**config.mk**
```make
export PLATFORM = sky130hd
export DESIGN_NAME = controlador_zoom_flat
export DESIGN_NICKNAME = d
export VERILOG_FILES = /design/src/rtl/zoom_pkg.sv /design/src/rtl/controlador_zoom_if.sv /design/src/rtl/controlador_zoom_mapeador.sv /design/src/rtl/controlador_zoom.sv /design/src/flat_wrapper.sv
export SDC_FILE = /design/constraint.sdc
export NUM_CORES = 1
export LEC_CHECK = 0
export ABC_AREA = 1
export CAP_MARGIN = 20
export CELL_PAD_IN_SITES_DETAIL_PLACEMENT = 0
export CELL_PAD_IN_SITES_GLOBAL_PLACEMENT = 2
export CORE_MARGIN = 2
export CORE_UTILIZATION = 31
export DETAILED_ROUTE_END_ITERATION = 8
export PLACE_DENSITY_LB_ADDON = 0.1
export SETUP_SLACK_MARGIN = 0.5
export SYNTH_ARGS = -nofsm -noshare
export SYNTH_HDL_FRONTEND = slang
export SYNTH_SLANG_ARGS = --single-unit
```
**constraint.sdc**
```tcl
create_clock -name clock -period 3.89 [get_ports clock]
set_input_delay 0.9725 -clock clock [delete_from_list [all_inputs] [get_ports clock]]
set_output_delay 0.9725 -clock clock [all_outputs]
set_load 0.05 [all_outputs]
```
**src/rtl/zoom_pkg.sv**
```systemverilog
// Shared constants and encodings for the zoom sequencer family.
// Window offsets place the 160x120 zoom region in the centre of a 320x240 frame.
package zoom_pkg;

    localparam int LARGURA_PADRAO = 320;
    localparam int ALTURA_PADRAO  = 240;

    localparam int DATA_W   = 8;
    localparam int LINHA_W  = 8;
    localparam int COLUNA_W = 9;

    localparam logic [LINHA_W-1:0]  OFS_LINHA         = 8'd60;
    localparam logic [COLUNA_W-1:0] OFS_COLUNA        = 9'd80;
    localparam logic [LINHA_W-1:0]  FIM_JANELA_LINHA  = 8'd180;
    localparam logic [COLUNA_W-1:0] FIM_JANELA_COLUNA = 9'd240;

    typedef enum logic [1:0] {
        MODO_COPIA     = 2'b00,
        MODO_ZOOM_IN   = 2'b01,
        MODO_ZOOM_OUT  = 2'b10,
        MODO_RESERVADO = 2'b11
    } modo_t;

    typedef enum logic [1:0] {
        OCIOSO  = 2'b00,
        VARRE   = 2'b01,
        ESVAZIA = 2'b10,
        FIM     = 2'b11
    } estado_t;

endpackage

```
**src/rtl/controlador_zoom_if.sv**
```systemverilog
// Memory-side bus of the zoom sequencer: source read port and destination write port.
interface controlador_zoom_if;
    import zoom_pkg::*;

    logic [LINHA_W-1:0]  src_linha;
    logic [COLUNA_W-1:0] src_coluna;
    logic [DATA_W-1:0]   src_byte;
    logic [LINHA_W-1:0]  dst_linha;
    logic [COLUNA_W-1:0] dst_coluna;
    logic                dst_escrever;
    logic [DATA_W-1:0]   dst_byte;

    modport master (
        output src_linha, src_coluna,
        input  src_byte,
        output dst_linha, dst_coluna, dst_escrever, dst_byte
    );

    modport slave (
        input  src_linha, src_coluna,
        output src_byte,
        input  dst_linha, dst_coluna, dst_escrever, dst_byte
    );

endinterface

```
**src/rtl/controlador_zoom_mapeador.sv**
```systemverilog
// Combinational destination->source address mapping for copy / zoom-in / zoom-out.
// Zoom-out pixels outside the central window are flagged so the writer blanks them.
module mapeador_endereco
    import zoom_pkg::*;
(
    input  modo_t               modo,
    input  logic [LINHA_W-1:0]  linha,
    input  logic [COLUNA_W-1:0] coluna,
    output logic [LINHA_W-1:0]  src_linha,
    output logic [COLUNA_W-1:0] src_coluna,
    output logic                fora
);

    logic dentro;

    assign dentro = (linha >= OFS_LINHA) && (linha < FIM_JANELA_LINHA) &&
                    (coluna >= OFS_COLUNA) && (coluna < FIM_JANELA_COLUNA);

    always_comb begin
        src_linha  = linha;
        src_coluna = coluna;
        fora       = 1'b0;
        case (modo)
            MODO_ZOOM_IN: begin
                src_linha  = OFS_LINHA + (linha >> 1);
                src_coluna = OFS_COLUNA + (coluna >> 1);
            end
            MODO_ZOOM_OUT: begin
                if (dentro) begin
                    src_linha  = (linha - OFS_LINHA) << 1;
                    src_coluna = (coluna - OFS_COLUNA) << 1;
                end else begin
                    src_linha  = '0;
                    src_coluna = '0;
                    fora       = 1'b1;
                end
            end
            default: ;
        endcase
    end

endmodule

```
**src/rtl/controlador_zoom.sv**
```systemverilog
// Zoom pass sequencer: raster-scans the destination, reads the mapped source pixel
// and writes it one clock later, one pixel per clock with no bubbles.
module controlador_zoom
    import zoom_pkg::*;
#(
    parameter int LARGURA = LARGURA_PADRAO,
    parameter int ALTURA  = ALTURA_PADRAO
) (
    input  logic               clock,
    input  logic               reset,
    input  logic               iniciar,
    input  logic [1:0]         modo,
    output logic               ocupado,
    output logic               concluido,
    controlador_zoom_if.master mem
);

    localparam logic [LINHA_W-1:0]  LINHA_ULT  = LINHA_W'(ALTURA - 1);
    localparam logic [COLUNA_W-1:0] COLUNA_ULT = COLUNA_W'(LARGURA - 1);

    estado_t             estado;
    modo_t               modo_q;
    logic [LINHA_W-1:0]  linha_p0;
    logic [COLUNA_W-1:0] coluna_p0;
    logic                vld_p0;
    logic [LINHA_W-1:0]  map_linha;
    logic [COLUNA_W-1:0] map_coluna;
    logic                map_fora;

    logic                vld_p1;
    logic [LINHA_W-1:0]  dst_linha_p1;
    logic [COLUNA_W-1:0] dst_coluna_p1;
    logic                fora_p1;

    // Stage 0: source address straight from the scan counters
    assign vld_p0 = (estado == VARRE);

    mapeador_endereco u_mapeador (
        .modo       (modo_q),
        .linha      (linha_p0),
        .coluna     (coluna_p0),
        .src_linha  (map_linha),
        .src_coluna (map_coluna),
        .fora       (map_fora)
    );

    assign mem.src_linha  = vld_p0 ? map_linha  : '0;
    assign mem.src_coluna = vld_p0 ? map_coluna : '0;

    // Stage 1: source data arrives now, aligned with the registered destination address
    assign mem.dst_linha    = dst_linha_p1;
    assign mem.dst_coluna   = dst_coluna_p1;
    assign mem.dst_escrever = vld_p1;
    assign mem.dst_byte     = fora_p1 ? '0 : mem.src_byte;

    always_ff @(posedge clock) begin
        if (reset) begin
            estado        <= OCIOSO;
            modo_q        <= MODO_COPIA;
            linha_p0      <= '0;
            coluna_p0     <= '0;
            ocupado       <= 1'b0;
            concluido     <= 1'b0;
            vld_p1        <= 1'b0;
            dst_linha_p1  <= '0;
            dst_coluna_p1 <= '0;
            fora_p1       <= 1'b0;
        end else begin
            concluido     <= 1'b0;
            vld_p1        <= vld_p0;
            dst_linha_p1  <= linha_p0;
            dst_coluna_p1 <= coluna_p0;
            fora_p1       <= map_fora;

            case (estado)
                OCIOSO: begin
                    if (iniciar) begin
                        estado    <= VARRE;
                        modo_q    <= modo_t'(modo);
                        linha_p0  <= '0;
                        coluna_p0 <= '0;
                        ocupado   <= 1'b1;
                    end
                end
                VARRE: begin
                    if (coluna_p0 == COLUNA_ULT) begin
                        coluna_p0 <= '0;
                        if (linha_p0 == LINHA_ULT) begin
                            // counters return to 0 so the idle address bus is quiet
                            linha_p0 <= '0;
                            estado   <= ESVAZIA;
                        end else begin
                            linha_p0 <= linha_p0 + 1'b1;
                        end
                    end else begin
                        coluna_p0 <= coluna_p0 + 1'b1;
                    end
                end
                ESVAZIA: begin
                    estado    <= FIM;
                    ocupado   <= 1'b0;
                    concluido <= 1'b1;
                end
                default: begin
                    estado <= OCIOSO;
                end
            endcase
        end
    end

endmodule

```
**src/flat_wrapper.sv**
```systemverilog
// flat-port wrapper written by rule: the top's interface ports become plain ports
module controlador_zoom_flat import zoom_pkg::*;
#(
    parameter int LARGURA = LARGURA_PADRAO,
    parameter int ALTURA  = ALTURA_PADRAO
)
  (clock, reset, iniciar, modo, ocupado, concluido, mem_src_linha, mem_src_coluna, mem_src_byte, mem_dst_linha, mem_dst_coluna, mem_dst_escrever, mem_dst_byte);
  controlador_zoom_if mem_i ();
  input  logic clock;
  input  logic reset;
  input  logic iniciar;
  input  logic [1:0] modo;
  output logic ocupado;
  output logic concluido;
  output wire logic [$bits(mem_i.src_linha)-1:0] mem_src_linha;
  output wire logic [$bits(mem_i.src_coluna)-1:0] mem_src_coluna;
  input wire logic [$bits(mem_i.src_byte)-1:0] mem_src_byte;
  output wire logic [$bits(mem_i.dst_linha)-1:0] mem_dst_linha;
  output wire logic [$bits(mem_i.dst_coluna)-1:0] mem_dst_coluna;
  output wire logic [$bits(mem_i.dst_escrever)-1:0] mem_dst_escrever;
  output wire logic [$bits(mem_i.dst_byte)-1:0] mem_dst_byte;
  assign mem_src_linha = mem_i.src_linha;
  assign mem_src_coluna = mem_i.src_coluna;
  assign mem_i.src_byte = mem_src_byte;
  assign mem_dst_linha = mem_i.dst_linha;
  assign mem_dst_coluna = mem_i.dst_coluna;
  assign mem_dst_escrever = mem_i.dst_escrever;
  assign mem_dst_byte = mem_i.dst_byte;
  controlador_zoom #(.LARGURA(LARGURA), .ALTURA(ALTURA)) u_core (.clock(clock), .reset(reset), .iniciar(iniciar), .modo(modo), .ocupado(ocupado), .concluido(concluido), .mem(mem_i));
endmodule
```
==> results of run 1 <==
-- power by group --
part | internal [mW] | switching (mW) | total (mW) | leakage (nW)
logic | 0.278 | 0.702 | 0.980 | 1.19
registers | 0.476 | 0.0441 | 0.520 | 0.343
clock network | 0.192 | 0.166 | 0.358 | 0.0514
total | 0.946 | 0.913 | 1.86 | 1.58
-- cells in the mapped netlist, types with 2 or more instances --
master	instances	area [um2]
nand3_1	24	120.1
nor3_1	2	10.01
inv_2	7	26.28
a21oi_1	33	165.2
nand3_2	12	120.1
buf_4	4	30.03
clkbuf_1	7	26.28
nor2_1	67	251.5
inv_1	50	187.7
buf_6	6	67.56
ha_1	20	250.2
nor2_2	3	18.77
dfxtp_1	42	840.8
nand2_1	64	240.2
o21ai_0	21	105.1
buf_2	3	15.01
nand2_2	3	18.77
nand2_4	2	22.52
a21oi_2	9	78.83
nand4_1	5	31.28
xor2_1	4	35.03
nor2_4	2	22.52
a211oi_1	4	30.03
-- layout by cell type (no fill, tap or decap), drive strengths merged, types with 2 or more instances in the layout --
master / instances
inv: 57
a211oi: 4
dlymetal6s2s: 2
nor3: 3
nor3b: 2
a21oi: 43
nand2: 69
dfxtp: 42
clkbuf: 7
clkdlybuf4s50: 40
nand3: 37
ha: 20
buf: 18
o21ai: 23
xor2: 4
clkdlybuf4s15: 3
nand4: 5
nor2: 72
-- kinds of logic after synthesis --
group / count (synthesis) / share of synthesized area
XOR/XNOR: 5 / 0.01527
flip-flops: 42 / 0.2932
buffers and inverters: 80 / 0.1313
AND/OR/NAND/NOR: 189 / 0.3172
adder cells (fa/ha/maj): 20 / 0.08726
AO/OA/AOI/OAI: 74 / 0.1558
-- final cells by class --
cell class                 count  area (um2)
tap                          111       138.9
timing repair buffer          64       599.3
multi-input combinational    288        1653
fill                         981        5540
sequential                    42       849.6
clock inverter                 2       37.54
clock buffer                   6       72.57
inverter                      58       217.7
-- worst max path at each step --
stage / depth (start not counted) / end
floorplan: 5 / mem_src_coluna[0]
global placement: 8 / mem_src_linha[6]
detailed placement: 8 / mem_src_linha[6]
CTS: 9 / mem_src_coluna[2]
global route: 6 / mem_src_linha[3]
finish: 4 / mem_dst_byte[7]
-- routing by layer --
layer	share of wire	wire [um]	global-route usage
met1	0.52	4332	0.2606
met2	0.42	3490	0.2545
met3	0.057	479	0.03134
met4	0.0074	62	0.03793
met5	0	0	0
-- what timing repair did --
item | CTS | global route
gates cloned | 0 | 0
gates resized for setup | 8 | 12
endpoints found under the setup margin | 5 | 17
-- worst min-delay path, cell delays in order (launching register included) --
cell and delay, ns:
dfxtp_1 0.32, inv_1 0.07, a21oi_1 0.06
-- sequential cells by signal (all words and copies together), names as in the netlist --
name,count
u_core.coluna_p0,9
u_core.concluido,1
u_core.estado,2
u_core.fora_p1,1
u_core.linha_p0,8
u_core.mem.dst_coluna,9
u_core.mem.dst_escrever,1
u_core.mem.dst_linha,8
u_core.modo_q,2
u_core.ocupado,1
-- per-stage QoR --
stage	total power, mW	worst slack [ns]	area (um2)
after floorplan	1.247	0.7126	2868
after global placement	1.523	0.5244	3443
after detailed placement	1.521	0.5167	3443
after CTS	1.883	0.5103	3553
after global routing	1.997	0.4401	3568
final	1.859	0.5774	3568
==> results.toml, run 1 <==
[yosys]
synthArstFlopShare = 0
synth.ff_latch_count = 42
syn_inst = 410
yosysUniqueCellTypes = 39
synthesis.area_um2 = 2868
synth-main-ff-cell = "dfxtp_1"
synthesis.nets = 443
synth_edf_count = 0
synth_seq_area_share = 0.2932
syn_area_per_cell_um2 = 6.995
yosysWarningCount = 0

[grt]
grt_pass1_wl_um = 13570
grt_max_degree = 24
grt_usage = 0.1726
antenna_found_initial = 0
grt_pass1_vias = 2520
globalRouteOverflowTotal = 0

[timing]
worst_slew_pin_slew_ns = 0.5444
fmax_mhz = 301.9
slew_violations = 0
fin_crit_sh = 0.8516
holdWs_ns = 0.4995
fin_setup_tns_ns = 0
grt_setup_unrepaired = "true"
setup_viol = 0
finalCriticalPeriod_ns = 3.313
final-hold-violation-count = 0
skew_ns = 0.009572
slew_headroom = 0.6367

[cts]
clk_path_buf_depth = 2
cts-htree-levels = 2
cts_made_buffers = 5
cts.sinks = 42
cts_hold_buffers = 0
clock-root-buffer = "clkbuf_8"
cts_tree = "built"
clock_latency_ns = 0.30
cts.clk_slew.worst_paths_ns = 0.09
cts_post_setup_buffers_inserted = 0

[hold_path]
hold_depth = 2
hold_path_class = "register to register"
hold_end = "u_core.modo_q[1]$_SDFFE_PP0P_"
hold_start = "u_core.modo_q[1]$_SDFFE_PP0P_"

[finish]
antenna_cells = 0
drive_gt1_frac = 0.1674
fin_util = 0.3918
fin_nets = 492
synthToLayoutAreaGrowth_pct = 24.43
post_layout_nonfiller_instances = 571

[route]
routed_wl_um = 8364
drc = 0
avgViaCountPerCell = 4.704
antenna_left = 0
vias = 2686
dr.first_iter.drc_count = 129
wire_per_inst_um = 14.65
dr.pass1.iters = 4

[setup_path]
path_class = "input port to primary output"
cp.buffers_inverters = 3
crit_required_ns = 2.92
critPathLaunchType = "input port"
crit_chain = "clkdlybuf4s50_1, inv_1, nor2_1, clkdlybuf4s50_1"
cp_max_fo = 1
cp_slowest_cell = "clkdlybuf4s50_1"
crit_arrival_ns = 2.34
slowest_delay_ns = 0.80
crit_top_cell = "clkdlybuf4s50_1"
reg2reg_slack_ns = 2.08
reg2reg_to = "u_core.coluna_p0[5]$_SDFFE_PP0P_"
cpLargestDelayFamily = "buffers and inverters"
ff2ff_path_depth = 6
startpoint = "mem_src_byte[7]"
r2r_start = "u_core.estado[0]$_SDFFE_PP0P_"
worst_setup_path_end_kind = "primary output"

[floorplanning]
rows = 35
die_w_um = 100.2
core_area_um2 = 9109
dieArea_um2 = 10040
fp.dieH_um = 100.2
ios = 58
start_util = 0.3148

[place]
hpwl_um = 6046
gp_congestion = 0.8006
port_buffers = 57
dp_cells = 563

[power]
leakagePower_nw = 1.583
power_density_nw_per_um2 = 520.8
vdd_drop_max_uv = 219.6

[run]
drv_cap = 0

[status]
status = "finished, final reports clean"
No activity file was read; power rests on OpenSTA's default activity.
==> inputs of run 2 (changes only) <==
--- a/config.mk
+++ b/config.mk
@@ -10,10 +10,11 @@
 export CELL_PAD_IN_SITES_DETAIL_PLACEMENT = 0
 export CELL_PAD_IN_SITES_GLOBAL_PLACEMENT = 2
 export CORE_MARGIN = 2
-export CORE_UTILIZATION = 31
+export CORE_UTILIZATION = 30
 export DETAILED_ROUTE_END_ITERATION = 8
 export PLACE_DENSITY_LB_ADDON = 0.1
 export SETUP_SLACK_MARGIN = 0.5
 export SYNTH_ARGS = -nofsm -noshare
 export SYNTH_HDL_FRONTEND = slang
+export SYNTH_HIERARCHICAL = 1
 export SYNTH_SLANG_ARGS = --single-unit
==> results.toml, run 2 <==
[status]
status = "finished, final reports clean"

[timing]
fin_setup_tns_ns = 0
holdWs_ns = 0.5252
slew_violations = 0
final-hold-violation-count = 0
finalCriticalPeriod_ns = 3.312
slew_headroom = 0.5250
worst_slew_pin_slew_ns = 0.7126
fin_crit_sh = 0.8513
setup_viol = 0
skew_ns = 0.006595
fmax_mhz = 302.0
grt_setup_unrepaired = "true"

[yosys]
synth_largest_area_cell = "dfxtp_1"
synthesis.area_um2 = 2918
synth-main-ff-cell = "dfxtp_1"
synthArstFlopShare = 0
syn_inst = 459
post-synth-top-count-cell = "nand2_1"
netlist_top_cells_area = "dfxtp_1 (29%), nand2_1 (12%), inv_1 (11%)"
synth_edf_count = 0
syn_area_per_cell_um2 = 6.357
synth_seq_area_share = 0.2882
yosysUniqueCellTypes = 33
yosysWarningCount = 6
synthesis.nets = 488
synth.ff_latch_count = 42
synth_top_cell_area_share = 0.2882
synth_commonest_cells = "nand2_1 (93), inv_1 (88), nor2_1 (85), dfxtp_1 (42), nand3_1 (28)"

[hold_path]
hold_path_class = "register to register"

[cts]
clock_latency_ns = 0.29
cts_tree = "built"
clk_path_buf_depth = 2
clock-root-buffer = "clkbuf_8"
cts_made_buffers = 5
cts-htree-levels = 2
cts.clk_slew.worst_paths_ns = 0.08
cts.sinks = 42

[power]
pwr-share-seq = 0.292
leakagePower_nw = 1.783
p_clk_frac = 0.165
power_density_nw_per_um2 = 467.4
p_int_mw = 0.8932
vdd_drop_max_uv = 256.9
p_sw_mw = 0.8456
switching_share = 0.4863
combPwrFrac = 0.543

[place]
gp_congestion = 0.8492
port_buffers = 57
hpwl_um = 5842

[setup_path]
worst_setup_path_end_kind = "primary output"
critPathLaunchType = "input port"
crit_required_ns = 2.92
crit_arrival_ns = 2.34
path_class = "input port to primary output"
cp_max_fo = 1

[grt]
antenna_found_initial = 0
grt_usage = 0.1578
grt_max_degree = 23
grt_pass1_vias = 2702
globalRouteOverflowTotal = 0
grt_pass1_wl_um = 13140

[finish]
final_cell_mix = "nand2_1 (93), inv_1 (87), nor2_1 (85)"
antenna_cells = 0
fin_nets = 548
synthToLayoutAreaGrowth_pct = 27.49
drive_gt1_frac = 0.1365
layout_commonest_cell = "nand2_1"

[floorplanning]
dieArea_um2 = 10530
fp.dieH_um = 102.6
core_area_um2 = 9328
ios = 58
die_w_um = 102.6
rows = 35
start_util = 0.3128

[route]
antenna_left = 0
dr.first_iter.drc_count = 125
vias = 2882
wire_per_inst_um = 12.33
avgViaCountPerCell = 4.441
routed_wl_um = 8005
drc = 0
dr.pass1.iters = 4

[run]
drv_cap = 0
==> run 2: cell types whose count changed after synthesis, moves of 5 or more <==
cell | previous run | this run
inv_1 | 50 | 88
nor2_1 | 67 | 85
o21ai_0 | 21 | 12
nand2_1 | 64 | 93
buf_6 | 6 | 0
a21oi_1 | 33 | 25
inv_2 | 7 | 2
==> run 2: cells by family after synthesis <==
logic type	Yosys count	share of synthesized area
buf+inv	105	0.1471
compound gates	52	0.1089
xor+xnor	6	0.01801
simple gates	238	0.3692
fa+ha+maj	16	0.06861
flops	42	0.2882
==> run 2: worst paths after layout <==
kind / start / end / slack, ns / cells after the start
worst min register to register: u_core/modo_q[1]$_SDFFE_PP0P_ / u_core/modo_q[1]$_SDFFE_PP0P_ / 0.53 / 2
worst min-delay path: u_core/modo_q[1]$_SDFFE_PP0P_ / u_core/modo_q[1]$_SDFFE_PP0P_ / 0.53 / 2
worst max register to register: u_core/estado[1]$_SDFFE_PP0P_ / u_core/coluna_p0[4]$_SDFFE_PP0P_ / 1.48 / 10
worst max-delay path: mem_src_byte[5] / mem_dst_byte[5] / 0.58 / 4
==> run 2: through the flow <==
stage,utilization,cells,power [mW],instance area (um2),setup WS [ns]
after detailed placement,0.3882,639,1.472,3621,0.3943
after global routing,0.3988,649,1.887,3720,0.4785
final,0.3988,649,1.739,3720,0.5785
after CTS,0.3999,647,1.762,3730,0.5001
after global placement,0.3882,639,1.482,3621,0.4453
after floorplan,-,459,1.211,2918,1.127
==> run 2: timing repair <==
action	CTS	global route
endpoints found under the setup margin	17	17
gates resized for setup	42	18
hold buffers	0	0
buffers inserted	0	0
gates cloned	0	2
pin swaps	0	2
==> run 2: area by class of cell <==
class                           instances  area [um2]
Timing Repair Buffer                   66       613.1
Timing Repair inverter                  1       5.005
Multi-Input combinational cell        313        1664
Inverter                               90       341.6
Tap cell                              129       161.4
Fill cell                            1022        5608
Sequential cell                        42       843.3
Clock buffer                            7       86.33
Clock inverter                          1       5.005
==> run 2: worst max-delay path: stages <==
cell and delay (ns):
clkdlybuf4s50_1 0.45, inv_1 0.03, nor2_1 0.07, clkdlybuf4s50_1 0.81
==> run 2: per-layer routing <==
metal	vias to the layer above	routed length (um)	GRT usage	part of all wire
li1	1524	-	-	-
met1	1303	4080	0.2259	0.51
met2	48	3608	0.2479	0.45
met3	7	212	0.02034	0.026
met4	0	102	0.04718	0.013
met5	-	0	0	0
==> run 2: power groups by stage <==
| stage | sequential, mW | clock, mW | combinational [mW] |
|---|---|---|---|
| after floorplan | 0.543 | 0 | 0.668 |
| after global placement | 0.517 | 0 | 0.965 |
| after CTS | 0.508 | 0.302 | 0.951 |
| after detailed placement | 0.518 | 0 | 0.954 |
| final | 0.507 | 0.288 | 0.944 |
| after global routing | 0.514 | 0.322 | 1.05 |
==> inputs of run 3 (changes only) <==
--- a/config.mk
+++ b/config.mk
@@ -11,8 +11,9 @@
 export CELL_PAD_IN_SITES_GLOBAL_PLACEMENT = 2
 export CORE_MARGIN = 2
 export CORE_UTILIZATION = 30
+export CTS_CLUSTER_SIZE = 10
 export DETAILED_ROUTE_END_ITERATION = 8
-export PLACE_DENSITY_LB_ADDON = 0.1
+export PLACE_DENSITY_LB_ADDON = 0.2
 export SETUP_SLACK_MARGIN = 0.5
 export SYNTH_ARGS = -nofsm -noshare
 export SYNTH_HDL_FRONTEND = slang
==> results.toml, run 3 (synthesis gave the netlist of run 2 again) <==
[cts]
cts_made_buffers = 5
cts_hold_buffers = 0
cts.clk_slew.worst_paths_ns = 0.08
clock_latency_ns = 0.29
cts-htree-levels = 2
cts_tree = "built"
cts.sinks = 42
clock-root-buffer = "clkbuf_8"
cts_post_setup_buffers_inserted = 0
clk_path_buf_depth = 2

[finish]
fin_nets = 548
seqCellArea_um2 = 842.1
fillers = 1075
layout_commonest_cell = "nand2_1"
final_cell_mix = "nand2_1 (93), inv_1 (87), nor2_1 (84)"
antenna_cells = 0
drive_gt1_frac = 0.1365
finalInstanceArea_um2 = 3702
synthToLayoutAreaGrowth_pct = 26.89
multiInputGateArea_um2 = 1655
post_layout_nonfiller_instances = 649
fin_util = 0.3969

[timing]
final-hold-violation-count = 0
skew_ns = 0.005521
fin_crit_sh = 0.8559
slew_violations = 0
fin_setup_tns_ns = 0
finalCriticalPeriod_ns = 3.329
setup_viol = 0
worst_slew_pin_slew_ns = 0.5064
fmax_mhz = 300.4
slew_headroom = 0.6613
grt_setup_unrepaired = "false"

[setup_path]
crit_arrival_ns = 2.36
cp.buffers_inverters = 3
crit_chain = "clkdlybuf4s50_1, inv_1, nor2_1, clkdlybuf4s50_1"
worst_setup_path_end_kind = "primary output"
cpLargestDelayFamily = "buffers and inverters"
cp_max_fo = 1
slowest_delay_ns = 0.81
critPathLaunchType = "input port"
crit_required_ns = 2.92
path_class = "input port to primary output"
cp_slowest_cell = "clkdlybuf4s50_1"
crit_top_cell = "clkdlybuf4s50_1"

[route]
routed_wl_um = 8085
drc = 0
antenna_left = 0
dr.pass1.iters = 4
vias = 2867
avgViaCountPerCell = 4.418
dr.first_iter.drc_count = 91
wire_per_inst_um = 12.46

[floorplanning]
die_w_um = 102.6
rows = 35
dieArea_um2 = 10530
fp.dieH_um = 102.6
ios = 58
start_util = 0.3128
core_area_um2 = 9328

[power]
pwr-share-seq = 0.289
leakagePower_nw = 1.787
p_sw_mw = 0.8507
power_density_nw_per_um2 = 473.7
p_int_mw = 0.9032
p_clk_frac = 0.165
vdd_drop_max_uv = 289.8
combPwrFrac = 0.546
switching_share = 0.4850

[grt]
globalRouteOverflowTotal = 0
antenna_found_initial = 0
grt_pass1_wl_um = 13610
grt_usage = 0.1604
grt_max_degree = 18
grt_pass1_vias = 2778

[place]
dp_cells = 641
gp_congestion = 0.8846
port_buffers = 57
dpl_cell_area_um2 = 3608
hpwl_um = 6060

[status]
status = "finished, final reports clean"

[run]
drv_cap = 0

[hold_path]
hold_path_class = "register to register"
run 3: worst paths after layout:
| check | start | to | slack (ns) | depth (start not counted) |
|---|---|---|---|---|
| setup / recovery | mem_src_byte[0] | mem_dst_byte[0] | 0.56 | 4 |
| hold reg to reg | u_core/estado[1]$_SDFFE_PP0P_ | u_core/estado[1]$_SDFFE_PP0P_ | 0.52 | 2 |
| hold / removal | u_core/estado[1]$_SDFFE_PP0P_ | u_core/estado[1]$_SDFFE_PP0P_ | 0.52 | 2 |
| setup reg to reg | u_core/estado[1]$_SDFFE_PP0P_ | u_core/coluna_p0[4]$_SDFFE_PP0P_ | 1.66 | 9 |
run 3: worst register-to-register path, stage by stage (launching register included):
cell	delay [ns]
dfxtp_1	0.34
inv_1	0.09
ha_1	0.48
buf_4	0.25
inv_2	0.07
o21ai_4	0.40
inv_2	0.16
nor2_2	0.16
nand3_1	0.08
a21oi_1	0.15
run 3: area by class of cell:
class                   instances  area share
flip-flops and latches         42      0.2274
multi-input cells             312      0.4471
clock buffers                   7     0.02332
clock inverters                 1    0.001352
repair buffers                 68      0.1649
well taps                     129     0.04360
inverters                      90     0.09226
run 3: power groups by stage:
stage          clock network, mW  registers, mW  logic [mW]
2_1_floorplan                  0          0.543       0.668
4_1_cts                    0.306          0.508       0.972
6_report                   0.290          0.507       0.957
3_3_place_gp                   0          0.517       0.968
3_5_place_dp                   0          0.519       0.965
5_1_grt                    0.320          0.515        1.06
run 3: per-stage QoR:
step | worst slack, ns | total power [mW] | hold slack, ns
after global placement | 0.5717 | 1.485 | 0.5143
after global routing | 0.5050 | 1.896 | 0.5519
after CTS | 0.4747 | 1.786 | 0.5286
after floorplan | 1.127 | 1.211 | 0.4799
final | 0.5606 | 1.754 | 0.5225
after detailed placement | 0.5318 | 1.484 | 0.5183
run 3: metal layers:
layer | global-route usage | up-vias | share of wire
li1 | - | 1520 | -
met4 | 0.04103 | 0 | 0.012
met3 | 0.01695 | 7 | 0.026
met5 | 0 | - | 0
met2 | 0.2594 | 47 | 0.45
met1 | 0.2281 | 1293 | 0.51
run 3: timing repair:
item	CTS	global route
endpoints found under the setup margin	5	13
endpoints found under the hold margin	0	0
gates resized for setup	6	8
